[config.mk]
export PLATFORM = sky130hd
export DESIGN_NAME = float_copro_arbiter_flat
export DESIGN_NICKNAME = d
export VERILOG_FILES = /design/src/rtl/float_copro_arbiter_if.sv /design/src/rtl/float_copro_arbiter.sv /design/src/flat_wrapper.sv
export SDC_FILE = /design/constraint.sdc
export NUM_CORES = 1
export LEC_CHECK = 0
export CAP_MARGIN = 20
export CORE_MARGIN = 2
export CORE_UTILIZATION = 40
export CTS_BUF_LIST = sky130_fd_sc_hd__clkbuf_4
export DETAILED_ROUTE_END_ITERATION = 10
export PLACE_DENSITY_LB_ADDON = 0.2
export REMOVE_ABC_BUFFERS = 1
export SYNTH_ARGS = -nofsm -noshare
export SYNTH_HDL_FRONTEND = slang
export SYNTH_SLANG_ARGS = --single-unit
[constraint.sdc]
create_clock -name clk -period 3.9 [get_ports clk]
set_clock_uncertainty 0.2 [all_clocks]
set_input_delay 0.78 -clock clk [delete_from_list [all_inputs] [get_ports clk]]
set_output_delay 0.78 -clock clk [all_outputs]
set_load 0.1 [all_outputs]
[src/rtl/float_copro_arbiter_if.sv]
// Requester and float-unit channels of the float coprocessor arbiter.
// The slave modport is the arbiter's view; master is the surrounding system's view.
interface float_copro_arbiter_if #(
  parameter int W = 32
);
  logic [1:0]     req_valid;
  logic [1:0]     req_ready;
  logic [3:0]     req_op;
  logic [2*W-1:0] req_a;
  logic [2*W-1:0] req_b;
  logic [1:0]     rsp_valid;
  logic [W-1:0]   rsp_result;
  logic           rsp_err;
  logic           fu_start;
  logic [1:0]     fu_op;
  logic [W-1:0]   fu_a;
  logic [W-1:0]   fu_b;
  logic           fu_done;
  logic [W-1:0]   fu_result;

  modport slave (
    input  req_valid, req_op, req_a, req_b, fu_done, fu_result,
    output req_ready, rsp_valid, rsp_result, rsp_err, fu_start, fu_op, fu_a, fu_b
  );

  modport master (
    output req_valid, req_op, req_a, req_b, fu_done, fu_result,
    input  req_ready, rsp_valid, rsp_result, rsp_err, fu_start, fu_op, fu_a, fu_b
  );
endinterface

[src/rtl/float_copro_arbiter.sv]
// Round-robin arbiter sharing one multicycle float unit between two requesters,
// with a done-timeout watchdog and a one-cycle response to the originator.
module float_copro_arbiter #(
  parameter int NE      = 8,
  parameter int NM      = 23,
  parameter int TIMEOUT = 63
) (
  input  logic                 clk,
  input  logic                 reset_n,
  float_copro_arbiter_if.slave bus,
  output logic                 busy
);
  localparam int W  = 1 + NE + NM;
  localparam int TW = (TIMEOUT < 1) ? 1 : $clog2(TIMEOUT + 1);

  typedef enum logic [1:0] {
    IDLE  = 2'b00,
    ISSUE = 2'b01,
    WAIT  = 2'b10,
    RESP  = 2'b11
  } state_t;

  state_t         state_r;
  logic           last_grant_r;
  logic           id_r;
  logic [TW-1:0]  timer_r;
  logic           fu_start_r;
  logic [1:0]     fu_op_r;
  logic [W-1:0]   fu_a_r;
  logic [W-1:0]   fu_b_r;
  logic [1:0]     rsp_valid_r;
  logic [W-1:0]   rsp_result_r;
  logic           rsp_err_r;
  logic           busy_r;

  logic [1:0]     grant_s;
  logic [1:0]     req_ready_s;
  logic [1:0]     sel_op_s;
  logic [W-1:0]   sel_a_s;
  logic [W-1:0]   sel_b_s;

  // Grant: a lone requester wins outright; on contention the one not served last wins.
  always_comb begin
    grant_s = 2'b00;
    case (bus.req_valid)
      2'b01:   grant_s = 2'b01;
      2'b10:   grant_s = 2'b10;
      2'b11:   grant_s = last_grant_r ? 2'b01 : 2'b10;
      default: grant_s = 2'b00;
    endcase
  end

  // Ready is only offered in IDLE outside reset; operand mux follows the grant.
  always_comb begin
    req_ready_s = 2'b00;
    sel_op_s    = 2'b00;
    sel_a_s     = {W{1'b0}};
    sel_b_s     = {W{1'b0}};
    if ((state_r == IDLE) && reset_n) begin
      req_ready_s = grant_s;
    end else begin
      req_ready_s = 2'b00;
    end
    if (grant_s[1]) begin
      sel_op_s = bus.req_op[3:2];
      sel_a_s  = bus.req_a[2*W-1:W];
      sel_b_s  = bus.req_b[2*W-1:W];
    end else begin
      sel_op_s = bus.req_op[1:0];
      sel_a_s  = bus.req_a[W-1:0];
      sel_b_s  = bus.req_b[W-1:0];
    end
  end

  // Command FSM; every output is a register updated on the state transition into it.
  always_ff @(posedge clk or negedge reset_n) begin
    if (!reset_n) begin
      state_r      <= IDLE;
      last_grant_r <= 1'b1;
      id_r         <= 1'b0;
      timer_r      <= {TW{1'b0}};
      fu_start_r   <= 1'b0;
      fu_op_r      <= 2'b00;
      fu_a_r       <= {W{1'b0}};
      fu_b_r       <= {W{1'b0}};
      rsp_valid_r  <= 2'b00;
      rsp_result_r <= {W{1'b0}};
      rsp_err_r    <= 1'b0;
      busy_r       <= 1'b0;
    end else begin
      case (state_r)
        IDLE: begin
          if (|req_ready_s) begin
            id_r       <= grant_s[1];
            fu_op_r    <= sel_op_s;
            fu_a_r     <= sel_a_s;
            fu_b_r     <= sel_b_s;
            fu_start_r <= 1'b1;
            busy_r     <= 1'b1;
            state_r    <= ISSUE;
          end
        end
        ISSUE: begin
          fu_start_r <= 1'b0;
          timer_r    <= {TW{1'b0}};
          state_r    <= WAIT;
        end
        WAIT: begin
          // A done pulse in the final watchdog cycle still wins over the timeout.
          if (bus.fu_done || (timer_r == TW'(TIMEOUT))) begin
            rsp_result_r <= bus.fu_done ? bus.fu_result : {W{1'b0}};
            rsp_err_r    <= ~bus.fu_done;
            rsp_valid_r  <= id_r ? 2'b10 : 2'b01;
            fu_op_r      <= 2'b00;
            fu_a_r       <= {W{1'b0}};
            fu_b_r       <= {W{1'b0}};
            state_r      <= RESP;
          end else begin
            timer_r <= timer_r + 1'b1;
          end
        end
        RESP: begin
          rsp_valid_r  <= 2'b00;
          rsp_result_r <= {W{1'b0}};
          rsp_err_r    <= 1'b0;
          busy_r       <= 1'b0;
          last_grant_r <= id_r;
          state_r      <= IDLE;
        end
        default: begin
          state_r <= IDLE;
        end
      endcase
    end
  end

  assign bus.req_ready  = req_ready_s;
  assign bus.fu_start   = fu_start_r;
  assign bus.fu_op      = fu_op_r;
  assign bus.fu_a       = fu_a_r;
  assign bus.fu_b       = fu_b_r;
  assign bus.rsp_valid  = rsp_valid_r;
  assign bus.rsp_result = rsp_result_r;
  assign bus.rsp_err    = rsp_err_r;
  assign busy           = busy_r;
endmodule

[src/flat_wrapper.sv]
// flat-port wrapper written by rule: the top's interface ports become plain ports
module float_copro_arbiter_flat 
#(
  parameter int NE      = 8,
  parameter int NM      = 23,
  parameter int TIMEOUT = 63
)
  (clk, reset_n, busy, bus_req_valid, bus_req_op, bus_req_a, bus_req_b, bus_fu_done, bus_fu_result, bus_req_ready, bus_rsp_valid, bus_rsp_result, bus_rsp_err, bus_fu_start, bus_fu_op, bus_fu_a, bus_fu_b);
  float_copro_arbiter_if #(.W((32))) bus_i ();
  input  logic clk;
  input  logic reset_n;
  output logic busy;
  input wire logic [$bits(bus_i.req_valid)-1:0] bus_req_valid;
  input wire logic [$bits(bus_i.req_op)-1:0] bus_req_op;
  input wire logic [$bits(bus_i.req_a)-1:0] bus_req_a;
  input wire logic [$bits(bus_i.req_b)-1:0] bus_req_b;
  input wire logic [$bits(bus_i.fu_done)-1:0] bus_fu_done;
  input wire logic [$bits(bus_i.fu_result)-1:0] bus_fu_result;
  output wire logic [$bits(bus_i.req_ready)-1:0] bus_req_ready;
  output wire logic [$bits(bus_i.rsp_valid)-1:0] bus_rsp_valid;
  output wire logic [$bits(bus_i.rsp_result)-1:0] bus_rsp_result;
  output wire logic [$bits(bus_i.rsp_err)-1:0] bus_rsp_err;
  output wire logic [$bits(bus_i.fu_start)-1:0] bus_fu_start;
  output wire logic [$bits(bus_i.fu_op)-1:0] bus_fu_op;
  output wire logic [$bits(bus_i.fu_a)-1:0] bus_fu_a;
  output wire logic [$bits(bus_i.fu_b)-1:0] bus_fu_b;
  assign bus_i.req_valid = bus_req_valid;
  assign bus_i.req_op = bus_req_op;
  assign bus_i.req_a = bus_req_a;
  assign bus_i.req_b = bus_req_b;
  assign bus_i.fu_done = bus_fu_done;
  assign bus_i.fu_result = bus_fu_result;
  assign bus_req_ready = bus_i.req_ready;
  assign bus_rsp_valid = bus_i.rsp_valid;
  assign bus_rsp_result = bus_i.rsp_result;
  assign bus_rsp_err = bus_i.rsp_err;
  assign bus_fu_start = bus_i.fu_start;
  assign bus_fu_op = bus_i.fu_op;
  assign bus_fu_a = bus_i.fu_a;
  assign bus_fu_b = bus_i.fu_b;
  float_copro_arbiter #(.NE(NE), .NM(NM), .TIMEOUT(TIMEOUT)) u_core (.clk(clk), .reset_n(reset_n), .bus(bus_i), .busy(busy));
endmodule
==> flow_summary.ini, run 1 <==
[run_status]
status = finished, final reports clean

[critical_path]
crit_path_max_fanout = 3
worstPathArrival_ps = 2090
slowest_delay_ps = 1200
crit_chain = clkdlybuf4s50_1
slowest_stage = clkdlybuf4s50_1
critPathCaptureType = output pin
path_buf_inv = 1
critPathKind = reg -> out
worstPathRequired_ps = 2920
crit_family = buffers and inverters
cp-start-kind = flip-flop

[sta]
post-route-min-period_ps = 3070
rsz0062_at_grt = false
worst_pin_slew_ps = 1050
slew_headroom_pct = 29.9
fin_crit_sh_pct = 78.6
slew_violations = 0
fmax_mhz = 326
whs_ps = 295
setup_viol = 0
hold_viol = 0

[finish]
diodes = 0
nets = 892
synthToLayoutAreaGrowth_pct = 58.7
drive_above_1_share_pct = 7.67

[synthesis]
ys_seq_elements = 113
yosysUniqueCellTypes = 39
yosysSeqAreaShare_pct = 53.2
syn_area_per_cell_um2 = 11.7
netlist_instances = 455
synth_top_area_share_pct = 52.7
synth_most_common_cell = dfrtp_1
ys.flop_type = dfrtp_1
synth_area_leaders = dfrtp_1, mux2i_1, o2bb2ai_1, a22oi_1, o21ai_0
synth_edf_count = 0
synthTopCellsByCount = dfrtp_1, mux2i_1, o2bb2ai_1
yosysWarnings = 0
ys_async_sr_fraction_pct = 100
synth_largest_area_cell = dfrtp_1
syn_area_mm2 = 0.00532

[die]
fp-row-count = 42
die_w_um = 119
io_pins = 274
core_mm2 = 0.0131
initial_core_util_pct = 40.5
chipHeight_um = 119
die_area_mm2 = 0.0142

[grt]
grt_util_all_layers_pct = 23.2
grt_pass1_wl_um = 25800
overflow = 0
grt_max_degree = 71
grt_pass1_vias = 4890
antenna_found_initial = 0

[clock_tree]
cts.hold.buffers_added = 1
tritoncts = yes
ctsRootBufferMaster = clkbuf_4
clk_latency_ps = 510
cts_resized = 0
h-tree-depth = 4
cts_setup_buffers = 0
clock_sinks = 113
clk_path_buf_depth = 2
cts_buffers = 17
path_clk_slew_ps = 90

[detailed_routing]
drc = 0
vias_per_cell = 5.25
drtAntennaViolNets = 0
wl_um = 16600
drt-pass1-iter-count = 4
num_vias = 4760
drtIter0Drc = 230
routedWlPerCell_um = 18.3

[job]
drv_cap = 0

[hold_path]
hold_class = reg -> reg

[placed_design]
io_buffers = 273
gp_congestion = 0.825
dp_hpwl_um = 11900
flip-flops by register name, indices dropped and copies added (netlist names), 2 cells and up:
name and cells:
u_core.state_r 2, u_core.timer_r 6, u_core.bus.fu_b 32, u_core.bus.fu_op 2
u_core.bus.rsp_result 32, u_core.bus.fu_a 32, u_core.bus.rsp_valid 2
routing by layer:
layer	vias to the layer above	share of wire, %	wire length, µm	global-route usage [%]
met5	-	0	0	0
met4	0	2.5	414	9.04
met3	30	7.3	1210	6.75
met2	207	50	8330	39.3
met1	2288	40	6600	27.9
li1	2235	-	-	-
layout make-up:
class                           instances  area, µm²
Multi-Input combinational cell        295       2290
Clock buffer                           21        158
Inverter                                8       30.0
Fill cell                            1057       4690
Sequential cell                       113       2830
Clock inverter                         10       70.1
Tap cell                              176        220
Timing Repair Buffer                  283       2850
worst register-to-register path, stage by stage (launching register included):
cell and delay [ps]:
dfrtp_1 410, inv_1 80, ha_1 340, inv_1 190, buf_4 420, nor2_1 160
o21bai_4 140, buf_4 620, o2bb2ai_1 250
layout by cell type, fill, tap and decap left out, types with 2 or more instances in the layout:
master           instances
o21ai_0                 41
dfrtp_1                112
nor2_1                  10
o2bb2ai_1               56
ha_1                     5
mux2i_1                 67
a21oi_1                  5
buf_4                   10
a22oi_1                 32
a21o_1                   2
clkinv_2                 5
nand3_1                  3
buf_12                   2
or3_1                    2
a41oi_1                  2
clkbuf_4                21
clkinv_1                 4
clkdlybuf4s50_1        269
and3_1                   2
o2bb2ai_2               10
nand2_1                 39
inv_1                    8
path summary, 6_finish.rpt:
| path | start | end | slack, ps | depth (start not counted) |
|---|---|---|---|---|
| max in group asynchronous | reset_n | u_core.bus.fu_b[24] | 2020 | 3 |
| worst max-delay path | u_core.bus.rsp_result[0] | bus_rsp_result[0] | 830 | 1 |
| worst min-delay path | u_core.bus.fu_b[11] | u_core.bus.fu_b[11] | 300 | 1 |
| min in group asynchronous | reset_n | u_core.bus.fu_b[7] | 410 | 2 |
| worst max register to register | u_core.state_r[0] | u_core.bus.fu_a[23] | 1020 | 8 |
| worst min register to register | u_core.bus.fu_b[11] | u_core.bus.fu_b[11] | 300 | 1 |
cells by family after synthesis:
logic type	after synthesis	share of synthesized area, %
compound gates	159	23.7
flops	113	53.2
mux	68	12.8
simple gates	62	4.89
buf+inv	47	4.11
fa+ha+maj	5	1.18
xor+xnor	1	0.165
stage by stage:
step | worst slack, ps | setup TNS [ps] | utilization [%] | instance area (µm²) | instances
final | 835 | 0 | 64.3 | 8440 | 906
after global placement | 1010 | 0 | 62.2 | 8180 | 873
after detailed placement | 950 | 0 | 62.2 | 8180 | 873
after CTS | 778 | 0 | 64.1 | 8420 | 905
after global routing | 734 | 0 | 64.3 | 8440 | 906
after floorplan | -1610 | -27500 | - | 5130 | 416
Power of run 1 is left out: the tool's default activity adds up to more than one toggle a clock period on the data nets, which glitch-free logic cannot reach.
==> run 2: changes to the inputs <==
CORE_UTILIZATION = 37   (was 40)
clock period = 2.8 ns   (was 3.9 ns; I/O delays follow)
==> flow_summary.ini, run 2 (synthesized netlist as in run 1, its figures left out) <==
[run_status]
status = finished, final reports clean

[sta]
rsz0062_at_grt = false
worst_pin_slew_ps = 683
fin_crit_sh_pct = 91.7
slew_headroom_pct = 54.4
setup_viol = 0
whs_ps = 213
post-route-min-period_ps = 2570
hold_viol = 0
slew_violations = 0
fmax_mhz = 389

[detailed_routing]
top_layer = met4
routedWlPerCell_um = 18.1
wl_um = 16600
drtIter0Drc = 189
num_vias = 4739
wl_met1_um = 6410
drtAntennaViolNets = 0
drt-pass1-iter-count = 4
drc = 0
dr_wl_met3_um = 1660
wl_met2_um = 8210
vias_per_cell = 5.17

[clock_tree]
clk_path_buf_depth = 2
cts_buffers = 17
path_clk_slew_ps = 90
clk_latency_ps = 520
clock_sinks = 113
h-tree-depth = 4
tritoncts = yes
ctsRootBufferMaster = clkbuf_4

[die]
chipHeight_um = 124
die_area_mm2 = 0.0154
fp-row-count = 43
die_w_um = 124
initial_core_util_pct = 38.0
core_mm2 = 0.0140
io_pins = 274

[grt]
antenna_found_initial = 0
overflow = 0
grt_max_degree = 67
grt_util_all_layers_pct = 21.3
grt_pass1_vias = 4801
grt_pass1_wl_um = 24900

[placed_design]
gp_congestion = 0.761
dp_hpwl_um = 12500
io_buffers = 273

[critical_path]
critPathCaptureType = output pin
crit_path_max_fanout = 6
worstPathRequired_ps = 2040
cp-start-kind = flip-flop
critPathKind = reg -> out
worstPathArrival_ps = 1810

[finish]
fillCellCount = 1195
nets = 901
mostFrequentLayoutCell = clkdlybuf4s50_1
final_cell_mix = clkdlybuf4s50_1, buf_4, dfrtp_1, mux2i_1, o2bb2ai_1
diodes = 0
fin_util_pct = 59.1
synthToLayoutAreaGrowth_pct = 55.3
drive_above_1_share_pct = 22.5

[job]
drv_cap = 0

[hold_path]
hold_class = in -> async
[run 2: through the flow]
step	area, µm²	setup slack, ps	cells	TNS (ps)
after floorplan	5130	-2270	416	-87580
after global placement	8040	337	887	0
after detailed placement	8040	255	887	0
after CTS	8260	104	917	0
after global routing	8260	43.6	917	0
final	8260	232	917	0
[run 2: cell type report]
type                            instances  area, µm²  area share [%]
Sequential cell                       113       2830            34.2
Timing Repair Buffer                  292       2680            32.4
Tap cell                              180        225            2.73
Inverter                                8       30.0           0.363
Clock buffer                           18        135            1.64
Multi-Input combinational cell        295       2290            27.8
Clock inverter                         11       75.1           0.908
[run 2: metal layers]
| metal | track usage [%] | up-vias |
|---|---|---|
| li1 | - | 2241 |
| met3 | 7.97 | 21 |
| met4 | 6.39 | 0 |
| met2 | 36.4 | 204 |
| met1 | 25.0 | 2273 |
| met5 | 0 | - |
[run 2: critical path, stage by stage (launching register included)]
cell     delay [ps]
dfrtp_1         430
inv_1           100
ha_1            260
nand3_1         120
a21oi_2         190
buf_12          200
[run 2: final timing paths]
path	startpoint	to	slack [ps]	cells past startpoint
hold reg to reg	u_core.bus.fu_b[25]	u_core.bus.fu_b[25]	290	1
max in group asynchronous	reset_n	u_core.bus.rsp_result[6]	1280	3
min in group clk	u_core.bus.fu_b[25]	u_core.bus.fu_b[25]	290	1
hold / removal	reset_n	u_core.bus.fu_b[13]	210	2
setup reg to reg	u_core.state_r[0]	u_core.state_r[1]	550	7
setup / recovery	u_core.state_r[0]	bus_req_ready[0]	230	5
[run 2: timing repair]
item | 4_1_cts | 5_1_grt
buffers inserted | 0 | 0
hold buffers | 1 | 0
setup endpoints to repair | 0 | 1
resized for setup | 0 | 1
hold endpoints to repair | 9 | 0
Power of run 2 is left out for the same reason.
==> run 3: changes to the inputs <==
SETUP_SLACK_MARGIN = 0.5   (was unset)
SLEW_MARGIN = 40   (was unset)
==> flow_summary.ini, run 3 (synthesized netlist as in run 1, its figures left out) <==
[sta]
fmax_mhz = 417
post-route-min-period_ps = 2400
fin_crit_sh_pct = 85.6
rsz0062_at_grt = true
setup_viol = 0
worst_pin_slew_ps = 684
slew_headroom_pct = 54.4
hold_viol = 0
slew_violations = 0

[critical_path]
worstRegToRegCells = 9
slowest_delay_ps = 400
crit_chain = inv_2 > ha_4 > nand3_4 > a21oi_4 > buf_12
crit_family = flip-flops
cp-start-kind = flip-flop
slowest_stage = dfrtp_1
r2r-end = u_core.state_r[1]
critPathKind = reg -> out
regToRegSetupSlack_ps = 560
critPathCaptureType = output pin
crit_path_max_fanout = 5
r2r-start = u_core.state_r[0]
path_buf_inv = 2
worstPathRequired_ps = 2040
worstPathArrival_ps = 1640

[clock_tree]
cts_buffers = 17
clock_sinks = 113
clk_latency_ps = 520
path_clk_slew_ps = 90
clk_path_buf_depth = 2
ctsRootBufferMaster = clkbuf_4
tritoncts = yes
h-tree-depth = 4

[detailed_routing]
wl_met2_um = 8730
drtIter0Drc = 194
drtAntennaViolNets = 0
drt-pass1-iter-count = 6
wl_met1_um = 6900
top_layer = met4
dr_wl_met3_um = 1550
wl_um = 17400
num_vias = 4858
routedWlPerCell_um = 18.6
vias_per_cell = 5.20
drc = 0

[finish]
fillCellCount = 1176
diodes = 0
nets = 919
drive_above_1_share_pct = 24.9
synthToLayoutAreaGrowth_pct = 59.1
fin_util_pct = 60.5
seq_area_mm2 = 0.00283
mostFrequentLayoutCell = clkdlybuf4s50_1
final_cell_mix = clkdlybuf4s50_1, buf_4, dfrtp_1, mux2i_1, o2bb2ai_1
multiInputGateArea_mm2 = 0.00234
fin_cells = 935

[placed_design]
place_inst = 887
gp_congestion = 0.761
io_buffers = 273
dp_hpwl_um = 12500

[run_status]
status = finished, final reports clean

[hold_path]
hold_class = reg -> reg
min_from = u_core.bus.fu_b[25]
hold_depth = 1
holdPathEnd = u_core.bus.fu_b[25]

[die]
chipHeight_um = 124
fp-row-count = 43
core_mm2 = 0.0140
die_area_mm2 = 0.0154
initial_core_util_pct = 38.0
io_pins = 274
die_w_um = 124

[grt]
grt_pass1_wl_um = 25200
grt_pass1_vias = 4859
antenna_found_initial = 0
overflow = 0
grt_util_all_layers_pct = 21.6
grt_max_degree = 67

[job]
drv_cap = 0
==> run 3: changes by cell type in the layout (fill, tap and decap cells not counted), moves of 2 or more <==
cell | previous run | this run
inv_2 | 0 | 3
dlygate4sd3_1 | 1 | 3
buf_4 | 119 | 132
clkdlybuf4s50_1 | 167 | 165
inv_1 | 8 | 5
dlygate4sd2_1 | 0 | 2
==> run 3: what timing repair did <==
item,4_1_cts,5_1_grt
pin swaps,1,3
buffers inserted,7,7
setup endpoints to repair,2,43
resized for setup,10,4
hold buffers,3,0
hold endpoints to repair,9,0
gates cloned,0,2
==> run 3: layout make-up <==
class,count,area share (%)
sequential,113,33.4
clock inverter,11,0.887
inverter,8,0.355
clock buffer,18,1.60
tap,180,2.66
timing repair buffer,309,33.4
multi-input combinational,296,27.7
==> run 3: routing by layer <==
| metal | track usage [%] | up-vias |
|---|---|---|
| li1 | - | 2282 |
| met1 | 25.2 | 2369 |
| met2 | 37.1 | 186 |
| met3 | 8.15 | 21 |
| met4 | 6.39 | 0 |
| met5 | 0 | - |
==> run 3: worst max path at each step <==
stage,startpoint,endpoint,slack (ps),cells past startpoint
global route,u_core.state_r[0],bus_req_ready[0],290,5
global placement,bus_req_valid[0],u_core.bus.fu_a[30],340,6
floorplan,bus_req_valid[0],bus_req_ready[1],-2270,2
finish,u_core.state_r[0],bus_req_ready[0],400,5
detailed placement,bus_req_valid[0],u_core.bus.fu_a[4],250,6
CTS,u_core.state_r[0],bus_req_ready[0],400,5
==> run 3: worst register-to-register path: cells and delay by family, from the launching register on <==
kind / cells / cell delay (ps)
AOI/OAI and AO/OA: 1 / 330
adders and majority gates: 1 / 170
buffers and inverters: 5 / 650
DFF: 1 / 400
muxes: 1 / 270
and+or+nand+nor: 1 / 110
==> run 3: per-stage QoR <==
| stage | area, µm² | setup TNS (ps) | hold slack, ps | worst slack (ps) |
|---|---|---|---|---|
| finish | 8470 | 0 | 291 | 402 |
| CTS | 8360 | 0 | 286 | 397 |
| global placement | 8040 | 0 | 207 | 337 |
| global route | 8470 | 0 | 312 | 290 |
| detailed placement | 8040 | 0 | 208 | 255 |
| floorplan | 5130 | -87580 | 64.4 | -2270 |
Power of run 3 is left out for the same reason.
